[config.mk]
export PLATFORM = sky130hd
export DESIGN_NAME = fetch_unit_flat
export DESIGN_NICKNAME = d
export VERILOG_FILES = /design/src/rtl/fetch_unit_if.sv /design/src/rtl/fetch_unit.sv /design/src/flat_wrapper.sv
export SDC_FILE = /design/constraint.sdc
export NUM_CORES = 1
export LEC_CHECK = 0
export ABC_AREA = 1
export CAP_MARGIN = 10
export CORE_MARGIN = 2
export CORE_UTILIZATION = 52
export CTS_BUF_LIST = sky130_fd_sc_hd__clkbuf_4
export DETAILED_ROUTE_END_ITERATION = 6
export PLACE_DENSITY = 0.79
export RECOVER_POWER = 100
export SYNTH_ARGS = -nofsm -noshare
export SYNTH_HDL_FRONTEND = slang
export SYNTH_SLANG_ARGS = --single-unit
[constraint.sdc]
create_clock -name clk -period 4.2 [get_ports clk]
set_input_delay 0.84 -clock clk [delete_from_list [all_inputs] [get_ports clk]]
set_output_delay 0.84 -clock clk [all_outputs]
set_load 0.01 [all_outputs]
[src/rtl/fetch_unit_if.sv]
// fetch_unit_if: bundles the instruction-memory port, the redirect port and
// the instruction-queue output handshake of the fetch unit.
//   imem_req/imem_addr   -> request to instruction memory (addr word aligned)
//   imem_rdata           <- instruction word, one cycle after the request
//   redirect/redirect_pc <- taken branch/jump, flushes the unit
//   out_valid/instr/pc   -> queue head
//   out_ready            <- consumer accepts the head
// master = fetch unit side, slave = memory/pipeline side.
interface fetch_unit_if;
  logic        imem_req;
  logic [31:0] imem_addr;
  logic [31:0] imem_rdata;
  logic        redirect;
  logic [31:0] redirect_pc;
  logic        out_valid;
  logic [31:0] out_instr;
  logic [31:0] out_pc;
  logic        out_ready;

  modport master (
    output imem_req, imem_addr, out_valid, out_instr, out_pc,
    input  imem_rdata, redirect, redirect_pc, out_ready
  );

  modport slave (
    input  imem_req, imem_addr, out_valid, out_instr, out_pc,
    output imem_rdata, redirect, redirect_pc, out_ready
  );
endinterface

[src/rtl/fetch_unit.sv]
// fetch_unit: sequential instruction fetcher with a DEPTH-entry instruction
// queue and credit-based issue (queued + in-flight never exceeds DEPTH, so a
// response always finds a free slot). Redirect flushes everything and restarts
// fetch at the aligned redirect_pc; reset restarts at RESET_PC.
// Ports:
//   clk  - rising-edge clock
//   rst  - synchronous active-high reset
//   bus  - fetch_unit_if.master (imem request/response, redirect, out handshake)
module fetch_unit #(
  parameter logic [31:0] RESET_PC = 32'h0000_0000,
  parameter int unsigned DEPTH    = 4
) (
  input logic          clk,
  input logic          rst,
  fetch_unit_if.master bus
);
  localparam int unsigned PW = (DEPTH > 1) ? $clog2(DEPTH) : 1;
  localparam int unsigned CW = PW + 1;
  localparam logic [CW:0] DEPTH_C = (CW + 1)'(DEPTH);

  typedef struct packed {
    logic [31:0] pc;
    logic [31:0] instr;
  } entry_t;

  logic [31:0]   fetch_pc_q, fetch_pc_d;
  logic [31:0]   infl_pc_q, infl_pc_d;
  logic          infl_q, infl_d;
  logic [CW-1:0] count_q, count_d;
  logic [PW-1:0] rd_ptr_q, rd_ptr_d;
  logic [PW-1:0] wr_ptr_q, wr_ptr_d;
  entry_t        mem_q [DEPTH];

  logic          issue, wr_en, pop;
  logic [CW:0]   credits_used;
  logic          unused_rpc;

  // Low address bits of the redirect target are forced to zero.
  assign unused_rpc = ^bus.redirect_pc[1:0];

  // Credits use registered occupancy only; a same-cycle pop frees its slot
  // for issue one cycle later.
  assign credits_used = {1'b0, count_q} + {{CW{1'b0}}, infl_q};
  assign issue        = !rst && !bus.redirect && (credits_used < DEPTH_C);
  assign wr_en        = infl_q && !bus.redirect;
  assign pop          = bus.out_valid && bus.out_ready;

  assign bus.imem_req  = issue;
  assign bus.imem_addr = fetch_pc_q;

  // Masked during reset so nothing is presented while the unit is held.
  assign bus.out_valid = (count_q != '0) && !rst;
  assign bus.out_pc    = mem_q[rd_ptr_q].pc;
  assign bus.out_instr = mem_q[rd_ptr_q].instr;

  always_comb begin
    fetch_pc_d = fetch_pc_q;
    infl_pc_d  = infl_pc_q;
    infl_d     = infl_q;
    count_d    = count_q;
    rd_ptr_d   = rd_ptr_q;
    wr_ptr_d   = wr_ptr_q;
    if (bus.redirect) begin
      // Flush: queued entries and the pending response are dropped, a
      // coincident pop is simply absorbed by the flush.
      fetch_pc_d = {bus.redirect_pc[31:2], 2'b00};
      infl_d     = 1'b0;
      count_d    = '0;
      rd_ptr_d   = '0;
      wr_ptr_d   = '0;
    end else begin
      infl_d = issue;
      if (issue) begin
        fetch_pc_d = fetch_pc_q + 32'd4;
        infl_pc_d  = fetch_pc_q;
      end
      if (wr_en) wr_ptr_d = wr_ptr_q + PW'(1);
      if (pop)   rd_ptr_d = rd_ptr_q + PW'(1);
      case ({wr_en, pop})
        2'b10:   count_d = count_q + CW'(1);
        2'b01:   count_d = count_q - CW'(1);
        default: count_d = count_q;
      endcase
    end
  end

  always_ff @(posedge clk) begin
    if (rst) begin
      fetch_pc_q <= RESET_PC;
      infl_pc_q  <= '0;
      infl_q     <= 1'b0;
      count_q    <= '0;
      rd_ptr_q   <= '0;
      wr_ptr_q   <= '0;
    end else begin
      fetch_pc_q <= fetch_pc_d;
      infl_pc_q  <= infl_pc_d;
      infl_q     <= infl_d;
      count_q    <= count_d;
      rd_ptr_q   <= rd_ptr_d;
      wr_ptr_q   <= wr_ptr_d;
    end
  end

  // Queue storage needs no reset; occupancy is tracked by count_q.
  always_ff @(posedge clk) begin
    if (!rst && wr_en) mem_q[wr_ptr_q] <= '{pc: infl_pc_q, instr: bus.imem_rdata};
  end
endmodule

[src/flat_wrapper.sv]
// flat-port wrapper written by rule: the top's interface ports become plain ports
module fetch_unit_flat 
#(
  parameter logic [31:0] RESET_PC = 32'h0000_0000,
  parameter int unsigned DEPTH    = 4
)
  (clk, rst, bus_imem_req, bus_imem_addr, bus_out_valid, bus_out_instr, bus_out_pc, bus_imem_rdata, bus_redirect, bus_redirect_pc, bus_out_ready);
  fetch_unit_if bus_i ();
  input logic clk;
  input logic rst;
  output wire logic [$bits(bus_i.imem_req)-1:0] bus_imem_req;
  output wire logic [$bits(bus_i.imem_addr)-1:0] bus_imem_addr;
  output wire logic [$bits(bus_i.out_valid)-1:0] bus_out_valid;
  output wire logic [$bits(bus_i.out_instr)-1:0] bus_out_instr;
  output wire logic [$bits(bus_i.out_pc)-1:0] bus_out_pc;
  input wire logic [$bits(bus_i.imem_rdata)-1:0] bus_imem_rdata;
  input wire logic [$bits(bus_i.redirect)-1:0] bus_redirect;
  input wire logic [$bits(bus_i.redirect_pc)-1:0] bus_redirect_pc;
  input wire logic [$bits(bus_i.out_ready)-1:0] bus_out_ready;
  assign bus_imem_req = bus_i.imem_req;
  assign bus_imem_addr = bus_i.imem_addr;
  assign bus_out_valid = bus_i.out_valid;
  assign bus_out_instr = bus_i.out_instr;
  assign bus_out_pc = bus_i.out_pc;
  assign bus_i.imem_rdata = bus_imem_rdata;
  assign bus_i.redirect = bus_redirect;
  assign bus_i.redirect_pc = bus_redirect_pc;
  assign bus_i.out_ready = bus_out_ready;
  fetch_unit #(.RESET_PC(RESET_PC), .DEPTH(DEPTH)) u_core (.clk(clk), .rst(rst), .bus(bus_i));
endmodule
[Word-level counts from Yosys, hierarchy flattened]
Memory sizes are Yosys's and may differ from the RTL's. A register that Yosys moved wholly into a read port is not among the register bits.
Cells that the tools add are included.
Cells by class
  $add $sub $neg: 6
  magnitude comparators: 1
  eq/ne operators: 2
  multiplexer cells: 7
  bitwise operators: 1
  reductions and logical operators: 13
Operator list (number)
  $mux 32: 2
  $add 32x3->32 const B: 1
  $logic_and 1x1->1: 6
  $pmux 3 s2: 1
  $add 2x1->2 const B: 2
  $add 3x1->4: 1
  $lt 4x3->1 const B: 1
  $mux 2: 2
  $reduce_bool 2->1: 2
  $add 3x1->3 const B: 1
  $reduce_bool 3->1: 1
  $sub 3x1->3 const B: 1
  $eq 2x1->1 const B: 1
  $eq 2x2->1 const B: 1
  $logic_not 1->1: 2
  $mux 1: 2
  $reduce_and 2->1: 1
  $reduce_or 2->1: 1
  $not 1->1: 1
Storage, ports and cells
  bits in registers: 72
  RAM bits: 256
  input port bits: 68
  word-level logic and storage cells: 38
  memories kept: 1
Memories
  u_core.mem_q: words 4, bits a word 64, read ports 1, clocked after Yosys merged registers in 1, wr ports 1, line fetch_unit.sv:32  | entry_t mem_q [DEPTH];

[Longest topological paths before layout]
Gate-level depths: netlist (run 1).
  word-level depth: 5
  mapped depth: 11
  depth with buffers taken out: 11

[Least setup slack after synthesis (run 1)]
OpenSTA, ideal clock, no wires.
  path type: input to register
  from: input port rst
  to: memory u_core.mem_q[0][0] in the netlist's numbering, enable pin
  arrival time: 3.863 ns
  required time: 3.718 ns
  setup slack: -0.146 ns
  stages: 4
  buffers on the path: 1
  cells stage by stage: buf_4 nor2_4 nand2_1 nor2_1
On the way
  longest elaborated chain between the ends: 4
RTL lines
  start: declaration: line flat_wrapper.sv:10  | input logic rst;
  $logic_not 1->1: line fetch_unit.sv:107  | if (!rst && wr_en) mem_q[wr_ptr_q] <= '{pc: infl_pc_q, instr: bus.imem_rdata};
  $logic_and 1x1->1: line fetch_unit.sv:107
  $mux 1: line fetch_unit.sv:107
  $mux 1 (not written as such): line fetch_unit.sv:107
  end: declaration: line fetch_unit.sv:32
Every way passes these cells.

[Final worst setup path (run 1)]
  from: input port rst
  to: memory u_core.mem_q[1][63] in the netlist's numbering, enable pin
Same word-level chain as after synthesis.

==> metrics, run 1 <==
status complete, but fails checks; failing checks max-capacitance violations, max-slew violations; DP Worst Slack 1.02 ns; RePlAce Congestion 0.879; Reg-to-Reg End u_core.bus.imem_addr[19]$_SDFFE_PP0P_; Reg power frac 0.561; antenna violations before repair 1; Die W 161 um; #FFs+latches synth 318; Detailed Place HPWL 17300 um; FF+latch area 8850 um2; Die Span Y 161 um; clk slew on worst S/H paths 0.07 ns; final hold violation count 0; Tightest Pin Transition 1.92 ns; Syn. warnings 0; Post-CTS Resized 0; critical path launch point type primary input; core area 24200 um2; RSZ-0062 raised after global routing no; WP data arrival 4.08 ns; Main synth FF type edfxtp_1; most utilized layer in the global route result met2; Routed Antenna Nets 0; Initial DRC Count 684; DR vias 9281; row count 57; RR Startpoint u_core.infl_q$_SDFF_PP0_; wire per inst 16.5 um; Synth top area share 0.582; Area contributors post-synth edfxtp_1 58%, dfxtp_1 11%, o21ai_0 6.7%; Max-cap violations 5; met3 usage 0.0529; Slew HR -0.282; met2 usage 0.358; Hold Path Depth 1; Final min period 3.82 ns; layout cell share with drive strength beyond 1 0.110; Final #Nets 1434; Num CTS Buffers 80; Synth async-reset ratio 0; Hold EP u_core.count_q[0]$_SDFFE_PP0P_; TritonCTS clock tree built; hold buffers post-CTS 0; port bufs 159; DRT Pass-1 Iters 5; DR vias/cell 5.34; Final Util 0.646; Sink Count 318; GRT Util Overall 0.221; pins over their slew limit 147; worst hold path class flop to flop; # IOs 166; die area 25900 um2; total gr overflow 0; crit share post-route 0.908; htree depth 3; Power per Cell Area 398 nW/um2; post-route setup slack 0.385 ns; grt met1 use 0.291; Avg Cell Area, Syn 11.0 um2; R2R Setup Slk 0.94 ns; crit-path cells dlygate4sd3_1, nor2_1, nand2_1, nor2_1, clkbuf_2; switching share of total power 0.223; CTS max path bufs 3; setup violation total in the final timing report 0; filler cell count 1888; CTS root buffer clkbuf_4; Critical Path RT 4.47 ns; vias in the first global route 9081; Clock power frac 0.389; first-pass GRT wire length 45500 um; area leader, netlist edfxtp_1; final wirelength 28800 um; crit path max-delay cell type nor2_1; worst skew pair latency 0.68 ns; Initial Util 0.528; sequential-to-total area share from yosys stat 0.691; Layout Area Growth over Synthesis 22.4%; Post-Route Skew 0.0493 ns; Final Power 6.24 mW; largest net degree at the start of global routing 125; Worst Path Class, Setup primary input to flop; setup bufs post-CTS 0; combinational share of power 0.050; setup_tns 0 ns; synth cell count leaders 248 x edfxtp_1, 201 x nor2_1, 171 x o21ai_0, 119 x nand2_1, 89 x inv_1; CP max stage delay 1.38 ns; worst r2r path cells 9; Cells after Synth 1162; critical path peak fanout 18; VDD IR max 0.000161 V; Multi-input gate area 3320 um2; Netlist cell types 37; P_sw 1.39 mW; CP Capture Type flop; Critical Path Most Common Cell nor2_1; number of synthesized flops with an enable pin 248; DRC violations left 0; fmax 262 MHz; Internal Power 4.85 mW; top-count cell post-synth edfxtp_1; static leakage 5.84 nW; hold_sp u_core.count_q[0]$_SDFFE_PP0P_; Mapped Area 12800 um2
power by group through the flow:
stage          combinational [mW]  clock (mW)  sequential (mW)
2_1_floorplan               0.150           0             3.55
3_3_place_gp                0.324           0             3.56
3_5_place_dp                0.332           0             3.56
4_1_cts                     0.335        2.50             3.49
5_1_grt                     0.346        2.68             3.50
6_report                    0.313        2.43             3.50
sequential cells by signal, summed over array words and instances (netlist names), named ones only:
name / cells
u_core.mem_q: 248
u_core.bus.imem_addr: 30
u_core.infl_pc_q: 30
u_core.count_q: 3
u_core.rd_ptr_q: 2
u_core.wr_ptr_q: 2
u_core.infl_q: 1
cell usage in the layout (no fill, tap or decap), types with 7 or more instances in the layout:
cell type,count
a21oi_1,35
xor2_1,8
dlygate4sd3_1,121
nor2_1,201
nand2_1,119
nand3_1,40
o21ai_0,171
clkinv_1,13
o22ai_1,62
dfxtp_1,68
clkdlybuf4s50_1,38
edfxtp_1,248
nor3_1,11
clkbuf_4,117
buf_12,7
inv_1,87
worst max-delay path, delay by kind of cell:
kind                   cells  cell delay (ns)
AND/OR/NAND/NOR            3             1.97
buffers and inverters      2             1.27
how the worst max path moves through the flow:
stage | start | end | slack (ns) | cells after the start
after floorplan | rst | u_core.mem_q[0][0]$_DFFE_PP_ | -0.15 | 4
after CTS | flop | bus_out_instr[4] | 0.52 | 5
after global routing | flop | bus_out_instr[24] | 0.21 | 5
after detailed placement | rst | bus_imem_req | 1.02 | 5
after global placement | rst | bus_imem_req | 1.02 | 5
final | rst | u_core.mem_q[1][63]$_DFFE_PP_ | 0.38 | 5
layout make-up:
| class | instances | area share |
|---|---|---|
| Antenna cell | 1 | 0.000160 |
| Clock buffer | 116 | 0.0556 |
| Clock inverter | 21 | 0.00543 |
| Inverter | 90 | 0.0216 |
| Multi-Input combinational cell | 693 | 0.212 |
| Sequential cell | 318 | 0.565 |
| Tap cell | 324 | 0.0259 |
| Timing Repair Buffer | 176 | 0.114 |
per-stage QoR:
| stage | hold slack [ns] | cell area (um2) | std cells |
|---|---|---|---|
| 3_3_place_gp | 0.464 | 14800 | 1601 |
| 6_report | 0.486 | 15700 | 1739 |
| 4_1_cts | 0.490 | 15800 | 1738 |
| 3_5_place_dp | 0.477 | 14800 | 1601 |
| 2_1_floorplan | 0.443 | 12800 | 1165 |
| 5_1_grt | 0.514 | 15700 | 1739 |
metal layers:
layer | up-vias | share of wire
li1 | 4514 | -
met5 | - | 0
met4 | 0 | 0.021
met1 | 4321 | 0.43
met2 | 396 | 0.47
met3 | 50 | 0.080
logic make-up (layout without fill, tap and decap cells):
logic type / Yosys count / in the layout / synth area share
xor+xnor: 9 / 9 / 0.00616
simple gates: 392 / 392 / 0.127
compound gates: 281 / 281 / 0.118
other cells: 1 / 5 / 0.000293
buf+inv: 154 / 403 / 0.0496
fa+ha+maj: 7 / 7 / 0.00743
flops: 318 / 318 / 0.691
(Power assumes the default switching activity.)
==> inputs of run 2 (changes only) <==
Settings changed: GPL_ROUTABILITY_DRIVEN set to 1.
==> results of run 2 <==
Final layout, timing and power as in run 1 (identical DEF).
==> RTL change 1: new RTL, config.mk and constraints of run 2 <==
`DEPTH` is set to 4 in 2 places; all go to 8.
--- a/src/rtl/fetch_unit.sv
+++ b/src/rtl/fetch_unit.sv
@@ -8,7 +8,7 @@
 //   bus  - fetch_unit_if.master (imem request/response, redirect, out handshake)
 module fetch_unit #(
   parameter logic [31:0] RESET_PC = 32'h0000_0000,
-  parameter int unsigned DEPTH    = 4
+  parameter int unsigned DEPTH    = 8
 ) (
   input logic          clk,
   input logic          rst,
--- a/src/flat_wrapper.sv
+++ b/src/flat_wrapper.sv
@@ -2,7 +2,7 @@
 module fetch_unit_flat 
 #(
   parameter logic [31:0] RESET_PC = 32'h0000_0000,
-  parameter int unsigned DEPTH    = 4
+  parameter int unsigned DEPTH    = 8
 )
   (clk, rst, bus_imem_req, bus_imem_addr, bus_out_valid, bus_out_instr, bus_out_pc, bus_imem_rdata, bus_redirect, bus_redirect_pc, bus_out_ready);
   fetch_unit_if bus_i ();
Function: changed (Yosys sat finds a counterexample within 10 cycles, from zero or initial values and one cycle with rst high).
==> RTL change 1 against run 2 <==
The run still ends with max-capacitance violations, max-slew violations left; cell area up 72%; setup slack got worse by 0.22 ns; via count is 75% higher; sequential cell count is 252 higher; clock skew down 0.00056 ns; power grew 77%; area after synthesis grew 81%; wire length rose by 83%; critical path type is now register to primary output; critical endpoint is now bus_out_pc[23]; largest cell class unchanged; largest power group unchanged.
==> RTL change 1: results <==
set metrics [dict create \
    yosys-top-cells-count "edfxtp_1 (496), nor2_1 (478), nand2_1 (340)" \
    ys_seq_area_share_pct 70.64 \
    cap_violations 9 \
    fill_cells 3448 \
    cts-buffers-inserted 138 \
    track_usage_pct 22.24 \
    p_leak_nw 9.815 \
    drt-pass1-iter-count 7 \
    ir_drop_mv 0.2029 \
    post-dp-hpwl_um 28920 \
    drive_gt1_share_pct 10.68 \
    clock_skew_ns 0.04871 \
    violations "max-capacitance violations, max-slew violations" \
    synthTopCellsByArea "edfxtp_1 (64%), nor2_1 (7.7%), dfxtp_1 (6.4%), nand2_1 (5.5%), o32ai_1 (4.7%)" \
    crit_fanout 184 \
    status "finished with violations" \
    seq-power_mw 6.28 \
    clk-power_mw 4.37 \
    finalMaxSlewViolations 261 \
    final_nets 2313 \
    cp_slowest_cell "dlygate4sd3_1" \
    grt_pass1_wl_um 80920 \
    gp_congestion 0.8947 \
    met2_usage_pct 37.34 \
    yosysUniqueCellTypes 31 \
    viasPerCell 5.559 \
]
-- RTL change 1: path summary, 6_finish.rpt --
| kind | start | to | slack, ns | cells past startpoint |
|---|---|---|---|---|
| max | register | bus_out_pc[23] | 0.16 | 6 |
| min | u_core.rd_ptr_q[1] | register | 0.50 | 2 |
| max reg2reg | u_core.infl_q | u_core.mem_q[5][7] | 0.80 | 5 |
| min reg2reg | u_core.rd_ptr_q[1] | register | 0.50 | 2 |
-- RTL change 1: final cells by class --
type	instances	area [sq um]	share of cell area [%]
flip-flops and latches	570	16380	60.87
well taps	592	740.7	2.752
clock inverters	35	215.2	0.7995
multi-input cells	1253	5868	21.80
clock buffers	198	1486	5.522
diodes	1	2.502	0.009297
inverters	81	311.5	1.157
repair buffers	195	1908	7.089
-- RTL change 1: cell families (layout without fill, tap and decap cells) --
family          after synthesis  in the layout  synth area share [%]
flops                       570            570                 70.64
simple gates                914            914                 15.58
compound gates              319            319                 8.970
buf+inv                     201            509                 4.096
other cells                   1              5               0.01618
fa+ha+maj                     6              6                0.3238
xor+xnor                     10             10                0.3778
-- RTL change 1: metrics by stage --
stage / instance area, sq um / utilization, % / worst slack [ns] / cells
after detailed placement: 25370 / 57.49 / 0.7883 / 2690
final: 26920 / 61.00 / 0.1642 / 2925
after global routing: 26920 / 61.00 / -0.01537 / 2925
after CTS: 27070 / 61.35 / 0.1118 / 2923
after global placement: 25370 / 57.49 / 0.8516 / 2690
after floorplan: 23190 / - / -0.3145 / 2024
-- RTL change 1: worst min-delay path, cell delays in order, from the launching register on --
cell and delay (ns):
dfxtp_1 0.32, nand2_1 0.06, a21oi_1 0.07
-- RTL change 1: what timing repair did --
action | 4_1_cts | 5_1_grt
endpoints found under the setup margin | 0 | 6
resized for setup | 0 | 1
setup buffers | 0 | 1
endpoints found under the hold margin | 0 | 0
==> RTL change 2: new RTL, flow settings as in run 2 <==
Without the edit above. Make the reset (`rst`) asynchronous in one clocked block. Comments in the files are not updated.
--- a/src/rtl/fetch_unit.sv
+++ b/src/rtl/fetch_unit.sv
@@ -84,7 +84,7 @@
     end
   end
 
-  always_ff @(posedge clk) begin
+  always_ff @(posedge clk or posedge rst) begin
     if (rst) begin
       fetch_pc_q <= RESET_PC;
       infl_pc_q  <= '0;
Behaviour: differs if rst is asserted again (counterexample within 4 cycles, from zero or initial values and one cycle with rst high); with rst held inactive, the same outputs for 4 cycles.
==> RTL change 2 against run 2 <==
The run ends with design-rule violations, max-capacitance violations, max-slew violations left; cell area grew 0.61%; area after synthesis up 0.82%; global-route usage decreased by 0.40 points; critical path depth unchanged; setup slack got worse by 0.070 ns; power rose by 6.9%; register-to-register slack lost 0.14 ns; core utilization rose by 0.21 points; wire length decreased by 2.4%; sequential cell count is 2 lower; combinational power grew 53%; critical path type unchanged; critical endpoint is now u_core.mem_q[1][1].
==> RTL change 2: results <==
set metrics [dict create \
    final_nets 1366 \
    min_from "u_core.infl_pc_q[18]" \
    cp.arrival_ns 4.12 \
    grt_pass1_vias 8827 \
    wl_per_cell_um 16.76 \
    cap_violations 5 \
    crit_fanout 46 \
    synthTopCellsByArea "edfxtp_1 (58%), dfrtp_1 (13%), o21ai_0 (6.0%), nor2_1 (5.3%), nand2_1 (3.8%)" \
    p_leak_nw 5.896 \
    drive_gt1_share_pct 12.89 \
    status "finished with violations" \
    internal_power_mw 5.140 \
    hold_path_depth 0 \
    tightest_slew_ns 2.449 \
    met1_usage_pct 30.17 \
    dr.first_iter.drc_count 736 \
    vias 9126 \
    met2_usage_pct 35.00 \
    violations "design-rule violations, max-capacitance violations, max-slew violations" \
    wl_met2_um 13450 \
    dp.cells 1535 \
    post-dp-hpwl_um 16650 \
    ys_seq_area_share_pct 70.89 \
    synth_compound_area_share_pct 10.56 \
    layout.cells.non_filler 1675 \
    clockPowerShare_pct 38.1 \
    worst_path_largest_cell_delay_ns 1.20 \
    r2r_cells 5 \
    holdPathEnd "u_core.mem_q[0][50]" \
    drt-met1-wl_um 11970 \
    combPwrFrac_pct 7.2 \
    synth-async-reset-ratio_pct 21.52 \
    grt_max_degree 77 \
    syn-instance-count 1092 \
    yosysUniqueCellTypes 32 \
    cp_top_family "buffers and inverters" \
    drc 1 \
    gp_congestion 0.8734 \
    clock_skew_ns 0.01990 \
    place_area_sq_um 14870 \
    grt_pass1_wl_um 44400 \
    met3_length_um 2359 \
    cts-buffers-inserted 79 \
    hold_slack_ns 0.5088 \
    clock_latency_ns 0.64 \
    fin_crit_ns 3.885 \
    dp_slack_ns 1.048 \
    finalMaxSlewViolations 191 \
    ir_drop_mv 0.1808 \
    track_usage_pct 21.72 \
    yosys.area_share.adder_pct 0.6399 \
    drt-pass1-iter-count 7 \
    yosys-top-cells-count "edfxtp_1 (248), nor2_1 (183), o21ai_0 (154)" \
    met3_usage_pct 4.468 \
]
## RTL change 2: cell types whose count changed in the layout (fill, tap and decap cells not counted), sizes merged, moves of 17 or more
cell	run 2	this run
a21oi	35	5
dfrtp	0	68
o21ai	172	155
inv	92	50
dfxtp	70	0
a22oi	1	21
nand3	40	61
## RTL change 2: logic make-up (layout without fill, tap and decap cells)
kind of cell	Yosys count	count (layout)
XOR/XNOR	3	3
buffers and inverters	113	368
AO/OA/AOI/OAI	245	245
flip-flops	316	316
other	1	5
adder cells (fa/ha/maj)	6	6
AND/OR/NAND/NOR	408	408
## RTL change 2: layout make-up
class | instances | area, sq um | area share (%)
Tap cell | 324 | 405.4 | 2.572
Antenna cell | 1 | 2.502 | 0.01588
Inverter | 51 | 192.7 | 1.223
Clock buffer | 126 | 945.9 | 6.002
Sequential cell | 316 | 9154 | 58.08
Timing Repair Buffer | 178 | 1709 | 10.84
Clock inverter | 13 | 78.83 | 0.5002
Multi-Input combinational cell | 666 | 3272 | 20.76
